<file path="src/rtl/ir_camera_poller.sv">
// IR camera poller: writes a list of configuration register pairs to the
// camera through an external i2c_master, then polls it continuously and
// decodes up to four blobs per frame. A per-transaction watchdog, short-read
// detection and automatic re-initialisation keep the poller running when the
// bus misbehaves.
module ir_camera_poller #(
  parameter logic [6:0]            I2C_ADDR   = 7'h58,
  parameter int                    NUM_CONF   = 3,
  parameter logic [NUM_CONF*16-1:0] CONF_DATA = 48'h300130083333,
  parameter int                    NUM_BLOBS  = 4,
  parameter int                    READ_BYTES = 16,
  parameter int                    CONF_DELAY = 100,
  parameter int                    POLL_DELAY = 100,
  parameter int                    TIMEOUT    = 65535
) (
  input  logic                   clk,
  input  logic                   reset,
  input  logic                   start,
  output logic [6:0]             i2c_addr,
  output logic                   i2c_rw,
  output logic [4:0]             i2c_packets,
  output logic [7:0]             i2c_data,
  output logic                   i2c_start,
  input  logic                   i2c_ready,
  input  logic                   i2c_data_req,
  input  logic                   i2c_data_ready,
  input  logic [7:0]             i2c_data_in,
  output logic [10*NUM_BLOBS-1:0] blob_x,
  output logic [10*NUM_BLOBS-1:0] blob_y,
  output logic [4*NUM_BLOBS-1:0]  blob_size,
  output logic [NUM_BLOBS-1:0]    blob_valid,
  output logic                   frame_valid,
  output logic                   configured,
  output logic                   error,
  output logic [7:0]             err_count
);

  localparam logic [3:0] ST_IDLE       = 4'd0;
  localparam logic [3:0] ST_CONF_START = 4'd1;
  localparam logic [3:0] ST_CONF_WAIT  = 4'd2;
  localparam logic [3:0] ST_CONF_DELAY = 4'd3;
  localparam logic [3:0] ST_REQ_START  = 4'd4;
  localparam logic [3:0] ST_REQ_WAIT   = 4'd5;
  localparam logic [3:0] ST_READ_START = 4'd6;
  localparam logic [3:0] ST_READ_WAIT  = 4'd7;
  localparam logic [3:0] ST_PROCESS    = 4'd8;
  localparam logic [3:0] ST_POLL_WAIT  = 4'd9;

  // Pair index width; the byte table is padded to a power of two so the
  // {pair, byte} index always addresses a legal entry.
  localparam int PW = (NUM_CONF > 1) ? $clog2(NUM_CONF) : 1;
  localparam int CI = PW + 1;
  localparam int RW = $clog2(READ_BYTES + 1);

  logic [3:0]    state_reg, state_next;
  logic [31:0]   tmr_reg;
  logic [PW-1:0] pair_reg;
  logic          byte_sel_reg;
  logic          reconf_reg;
  logic [RW-1:0] rd_cnt_reg, rd_cnt_next;
  logic [7:0]    i2c_data_reg;
  logic          frame_valid_reg;
  logic          configured_reg;
  logic          error_reg;
  logic [7:0]    err_cnt_reg;

  logic          in_start, in_xfer, in_conf, in_req, in_read;
  logic          timeout_hit, conf_delay_done, poll_done, last_pair;
  logic          cap_en, rd_full, short_read, err_event, load_frame;
  logic          entering;

  logic [7:0]    conf_bytes [2**CI];

  genvar gi;

  // Flatten the configuration word into a byte table, first pair / MSB first.
  generate
    for (gi = 0; gi < 2**CI; gi++) begin : g_conf
      if (gi < 2*NUM_CONF) begin : g_used
        assign conf_bytes[gi] = CONF_DATA[(2*NUM_CONF-1-gi)*8 +: 8];
      end else begin : g_pad
        assign conf_bytes[gi] = 8'h00;
      end
    end
  endgenerate

  assign in_conf  = (state_reg == ST_CONF_START) || (state_reg == ST_CONF_WAIT);
  assign in_req   = (state_reg == ST_REQ_START)  || (state_reg == ST_REQ_WAIT);
  assign in_read  = (state_reg == ST_READ_START) || (state_reg == ST_READ_WAIT);
  assign in_start = (state_reg == ST_CONF_START) || (state_reg == ST_REQ_START) ||
                    (state_reg == ST_READ_START);
  assign in_xfer  = in_conf || in_req || in_read;

  assign timeout_hit     = in_xfer && (tmr_reg == 32'(TIMEOUT - 1));
  assign conf_delay_done = (tmr_reg == 32'(CONF_DELAY - 1));
  assign poll_done       = (tmr_reg == 32'(POLL_DELAY - 1));
  assign last_pair       = (pair_reg == PW'(NUM_CONF - 1));

  // Read bytes past the requested count are dropped.
  assign cap_en      = i2c_data_ready && in_read && (rd_cnt_reg < RW'(READ_BYTES));
  assign rd_cnt_next = cap_en ? rd_cnt_reg + 1'b1 : rd_cnt_reg;
  assign rd_full     = (rd_cnt_next == RW'(READ_BYTES));
  assign short_read  = (state_reg == ST_READ_WAIT) && i2c_ready && !rd_full;
  assign err_event   = timeout_hit || short_read;
  assign load_frame  = (state_reg == ST_PROCESS);
  assign entering    = (state_next != state_reg);

  assign i2c_addr    = I2C_ADDR;
  assign i2c_start   = in_start;
  assign i2c_data    = i2c_data_reg;
  assign frame_valid = frame_valid_reg;
  assign configured  = configured_reg;
  assign error       = error_reg;
  assign err_count   = err_cnt_reg;

  // Transaction shape is a pure function of the current state.
  always_comb begin
    i2c_rw      = 1'b1;
    i2c_packets = 5'd0;
    if (in_conf) begin
      i2c_rw      = 1'b0;
      i2c_packets = 5'd2;
    end else if (in_req) begin
      i2c_rw      = 1'b0;
      i2c_packets = 5'd1;
    end else if (in_read) begin
      i2c_rw      = 1'b1;
      i2c_packets = 5'(READ_BYTES);
    end
  end

  // Next-state logic; the watchdog overrides every transfer state.
  always_comb begin
    state_next = state_reg;
    case (state_reg)
      ST_IDLE:       if (start && i2c_ready) state_next = ST_CONF_START;
      ST_CONF_START: if (!i2c_ready) state_next = ST_CONF_WAIT;
      ST_CONF_WAIT:  if (i2c_ready) state_next = ST_CONF_DELAY;
      ST_CONF_DELAY: if (conf_delay_done) state_next = last_pair ? ST_REQ_START : ST_CONF_START;
      ST_REQ_START:  if (!i2c_ready) state_next = ST_REQ_WAIT;
      ST_REQ_WAIT:   if (i2c_ready) state_next = ST_READ_START;
      ST_READ_START: if (!i2c_ready) state_next = ST_READ_WAIT;
      ST_READ_WAIT:  if (i2c_ready) state_next = rd_full ? ST_PROCESS : ST_POLL_WAIT;
      ST_PROCESS:    state_next = ST_POLL_WAIT;
      ST_POLL_WAIT:  if (poll_done) state_next = reconf_reg ? ST_CONF_START : ST_REQ_START;
      default:       state_next = ST_IDLE;
    endcase
    if (timeout_hit) state_next = ST_POLL_WAIT;
  end

  // Sequencer state, counters, write-byte feed and status flags.
  always_ff @(posedge clk) begin
    if (!reset) begin
      state_reg       <= ST_IDLE;
      tmr_reg         <= '0;
      pair_reg        <= '0;
      byte_sel_reg    <= 1'b0;
      reconf_reg      <= 1'b0;
      rd_cnt_reg      <= '0;
      i2c_data_reg    <= 8'h00;
      frame_valid_reg <= 1'b0;
      configured_reg  <= 1'b0;
      error_reg       <= 1'b0;
      err_cnt_reg     <= 8'h00;
    end else begin
      state_reg       <= state_next;
      tmr_reg         <= entering ? 32'd0 : tmr_reg + 32'd1;
      frame_valid_reg <= load_frame;

      rd_cnt_reg <= rd_cnt_next;
      if (entering && state_next == ST_READ_START) rd_cnt_reg <= '0;

      if (i2c_data_req && in_conf) begin
        i2c_data_reg <= conf_bytes[{pair_reg, byte_sel_reg}];
        byte_sel_reg <= 1'b1;
      end else if (i2c_data_req && in_req) begin
        i2c_data_reg <= 8'h36;
      end
      if (entering && state_next == ST_CONF_START) byte_sel_reg <= 1'b0;

      if (state_reg == ST_IDLE) pair_reg <= '0;
      if (state_reg == ST_CONF_DELAY && conf_delay_done) begin
        if (last_pair) configured_reg <= 1'b1;
        else           pair_reg       <= pair_reg + 1'b1;
      end

      if (state_reg == ST_POLL_WAIT && poll_done) reconf_reg <= 1'b0;
      if (load_frame) error_reg <= 1'b0;

      if (err_event) begin
        error_reg <= 1'b1;
        if (err_cnt_reg != 8'hFF) err_cnt_reg <= err_cnt_reg + 8'd1;
      end

      if (timeout_hit) begin
        configured_reg <= 1'b0;
        reconf_reg     <= 1'b1;
        pair_reg       <= '0;
      end
    end
  end

  // Per-blob capture of the three raw bytes and the decoded output registers.
  generate
    for (gi = 0; gi < NUM_BLOBS; gi++) begin : g_blob
      logic [7:0] bx_reg, by_reg, bs_reg;
      logic [9:0] x_reg, y_reg;
      logic [3:0] s_reg;
      logic       v_reg;
      logic [9:0] x_dec, y_dec;

      assign x_dec = {bs_reg[5:4], bx_reg};
      assign y_dec = {bs_reg[7:6], by_reg};

      // Capture raw bytes as they arrive; publish the decode once per frame.
      always_ff @(posedge clk) begin
        if (!reset) begin
          bx_reg <= 8'h00;
          by_reg <= 8'h00;
          bs_reg <= 8'h00;
          x_reg  <= 10'h3FF;
          y_reg  <= 10'h3FF;
          s_reg  <= 4'h0;
          v_reg  <= 1'b0;
        end else begin
          if (cap_en && rd_cnt_reg == RW'(1 + 3*gi)) bx_reg <= i2c_data_in;
          if (cap_en && rd_cnt_reg == RW'(2 + 3*gi)) by_reg <= i2c_data_in;
          if (cap_en && rd_cnt_reg == RW'(3 + 3*gi)) bs_reg <= i2c_data_in;
          if (load_frame) begin
            x_reg <= x_dec;
            y_reg <= y_dec;
            s_reg <= bs_reg[3:0];
            v_reg <= !(x_dec == 10'h3FF && y_dec == 10'h3FF);
          end
        end
      end

      assign blob_x[gi*10 +: 10]  = x_reg;
      assign blob_y[gi*10 +: 10]  = y_reg;
      assign blob_size[gi*4 +: 4] = s_reg;
      assign blob_valid[gi]       = v_reg;
    end
  endgenerate

endmodule
</file>
<file path="config.mk">
export PLATFORM = sky130hd
export DESIGN_NAME = ir_camera_poller
export DESIGN_NICKNAME = d
export VERILOG_FILES = /design/src/rtl/ir_camera_poller.sv
export SDC_FILE = /design/constraint.sdc
export NUM_CORES = 1
export LEC_CHECK = 0
export CAP_MARGIN = 20
export CORE_ASPECT_RATIO = 0.8
export CORE_MARGIN = 5
export CORE_UTILIZATION = 49
export DETAILED_ROUTE_END_ITERATION = 6
export PLACE_DENSITY = 0.82
export SLEW_MARGIN = 10
export SYNTH_ARGS = -nofsm -noshare
export SYNTH_HDL_FRONTEND = slang
export SYNTH_SLANG_ARGS = --single-unit
export TNS_END_PERCENT = 20
</file>
<file path="constraint.sdc">
create_clock -name clk -period 2.5 [get_ports clk]
set_input_delay 0.375 -clock clk [delete_from_list [all_inputs] [get_ports clk]]
set_output_delay 0.375 -clock clk [all_outputs]
set_load 0.02 [all_outputs]
</file>
==> impl_metrics.toml <==
[outcome]
status = "finished, final reports clean"

[synthesis]
synth-edff-count = 0
synth.area.top_cells = "dfxtp_1 50%, nand2_1 9.1%, mux2i_1 6.4%"
synth.most_common_cell = "dfxtp_1"
synth_area_um2 = 10330
synth_top_area_share_pct = 49.79
synth_ff_type = "dfxtp_1"
yosys_warnings = 0
synth_cells = 1230
synthArstFlopShare_pct = 0
yosysSeqAreaShare_pct = 49.79
yosys_register_bits = 257
yosys-top-cells-count = "257 x dfxtp_1, 251 x nand2_1, 130 x nand3_1, 127 x nor2_1, 78 x clkbuf_1"
syn_avg_cell_area_um2 = 8.401
yosys.area.top_type = "dfxtp_1"
yosysUniqueCellTypes = 59

[final_layout]
nets = 1355
layout-drive-gt1-share_pct = 6.810
finalCoreUtilization_pct = 61.99
antenna_cells = 0
area_growth_pct = 24.17

[drt]
vias = 8927
drt_iter0_markers = 934
wire_per_inst_um = 16.31
drt_pre_antenna_iters = 5
vias_per_cell = 5.510
drc = 0
routed_wl_mm = 26.43
postRouteAntennaNets = 0

[clock_network]
path_clk_slew_ns = 0.06
insertion_delay_ns = 0.52
clock-sinks = 257
cts_setup_buffers = 0
cts_root_buf = "clkbuf_16"
cts_hold_buf = 0
cts_max_level = 1
cts_buffers = 25
cts_tree = "built"
cts.path.max_buffers = 3

[sta]
tightest_slew_ns = 0.7899
finalSetupViolations = 0
slew_violations = 0
post-route-period-util_pct = 94.09
skew_ns = 0.01501
whs_ns = 0.3668
fin_ws_ns = 0.1476
hold_viol = 0
slew_headroom_pct = 46.86
clock.fmax_ghz = 0.4251
layout_min_cycle_time_ns = 2.352

[die]
core_um2 = 20700
io_pins = 147
num_rows = 47
die_w_um = 172.4
dieArea_um2 = 24110
start_util_pct = 49.92
die_height_um = 139.9

[critical_path]
cp_slowest_cell = "or4_4"
crit_required_ns = 2.94
critPathBufInv = 0
crit_path_end_kind = "flip-flop"
slowest_delay_ns = 0.60
cp_max_fo = 14
arrival_ns = 2.79
path_cells = "nor4_2 > nand4_2 > or4_4 > o21a_4 > or4_1 > a21oi_1"
cp-start-kind = "flip-flop"
critical_path_class = "reg2reg"
r2r_setup_slack_ns = 0.15
crit_family = "simple AND/OR/NAND/NOR gates"

[place]
place_congestion = 0.8926
place_ws_ns = 0.06256
numPortBuffers = 135
hpwl_mm = 17.41

[grt]
overflow = 0
grt_pass1_wl_mm = 42.82
grt_max_degree = 92
grt_antenna_before_repair = 0
track_usage_pct = 21.06
grt_pass1_vias = 8345

[power]
p_per_area_nw_per_um2 = 634.5
p_leak_nw = 4.901
ir_worst_vdd_mv = 0.4807

[hold_path]
hold_path_class = "in2reg"

[run]
cap_violations = 0
[worst paths after layout]
kind,from,endpoint,cells after the start
max,tmr_reg[17],err_count[3],6
min,reset,g_blob[2].y_reg[2],3
max reg2reg,tmr_reg[17],err_count[3],6
min reg2reg,g_blob[2].bs_reg[3],g_blob[2].s_reg[3],2
[through the flow]
step | power (mW) | setup TNS (ns) | area (um^2) | std cells
2_1_floorplan | 4.392 | 0 | 10370 | 1239
3_3_place_gp | 4.488 | 0 | 12000 | 1576
3_5_place_dp | 4.489 | 0 | 12000 | 1576
4_1_cts | 8.193 | 0 | 12820 | 1620
5_1_grt | 8.392 | -0.003004 | 12830 | 1620
6_report | 8.141 | 0 | 12830 | 1620
[report_power, final]
part,internal (mW),total [mW],leakage (nW),switching [mW]
Combinational,0.0886,0.285,2.43,0.197
Sequential,4.11,4.12,2.07,0.0104
Clock,2.20,3.74,0.393,1.54
[area by class of cell]
type                            count  area [um^2]
Fill cell                        1729         7869
Sequential cell                   257         5146
Multi-Input combinational cell    872         4766
Timing Repair Buffer              170         1735
Clock buffer                       37        720.7
Tap cell                          269        336.6
Clock inverter                      7        93.84
Inverter                            8        32.53
[layer usage]
layer  track usage, %  vias to the layer above  share of wire, %  wire [um]
li1                 -                     4367                 -          -
met1            29.97                     4183                45      11850
met2            33.35                      335                45      11990
met3            4.056                       42               7.8       2055
met4            4.673                        0               2.0        532
met5                0                        -                 0          0
[cell usage in the layout, fill, tap and decap left out, types with 3 or more instances in the layout]
cell type        instances
a211oi_1                 3
a21o_1                   3
a21oi_1                 69
a31oi_1                  3
and2_1                   7
and3_1                  19
and4_1                   3
buf_12                  10
buf_4                   25
clkbuf_1                 7
clkbuf_16               25
clkbuf_8                 5
clkdlybuf4s50_1        129
conb_1                  11
dfxtp_1                256
dlygate4sd2_1            3
ha_1                     7
inv_1                    7
mux2i_1                 66
nand2_1                251
nand2b_1                 7
nand3_1                130
nand4_1                 29
nor2_1                 125
nor2b_1                  6
nor3_1                  23
nor3b_1                  5
nor4_2                   4
o21ai_0                 14
o31ai_1                  7
or4_1                    4
xnor2_1                 16
xor2_1                  19
[worst reg2reg max path: cells and delay by family, from the launching register on]
kind               cells  cell delay [ns]
AOI/OAI and AO/OA      2             0.33
and+or+nand+nor        4             1.60
DFF                    1             0.35
[kinds of logic (layout without fill, tap and decap cells)]
group | count (synthesis) | in the layout | synth area share (%)
XOR/XNOR | 35 | 35 | 2.966
AO/OA/AOI/OAI | 115 | 115 | 6.575
flip-flops | 257 | 257 | 49.79
AND/OR/NAND/NOR | 636 | 636 | 28.44
adder cells (fa/ha/maj) | 7 | 7 | 0.8475
other | 2 | 11 | 0.07268
multiplexers | 68 | 68 | 6.635
buffers and inverters | 110 | 222 | 4.674
[what timing repair did]
item	CTS	global route
gates resized for setup	5	6
setup endpoints to repair	3	32
cloned	0	0
pin swaps	0	1
No activity file was read; power rests on OpenSTA's default activity.
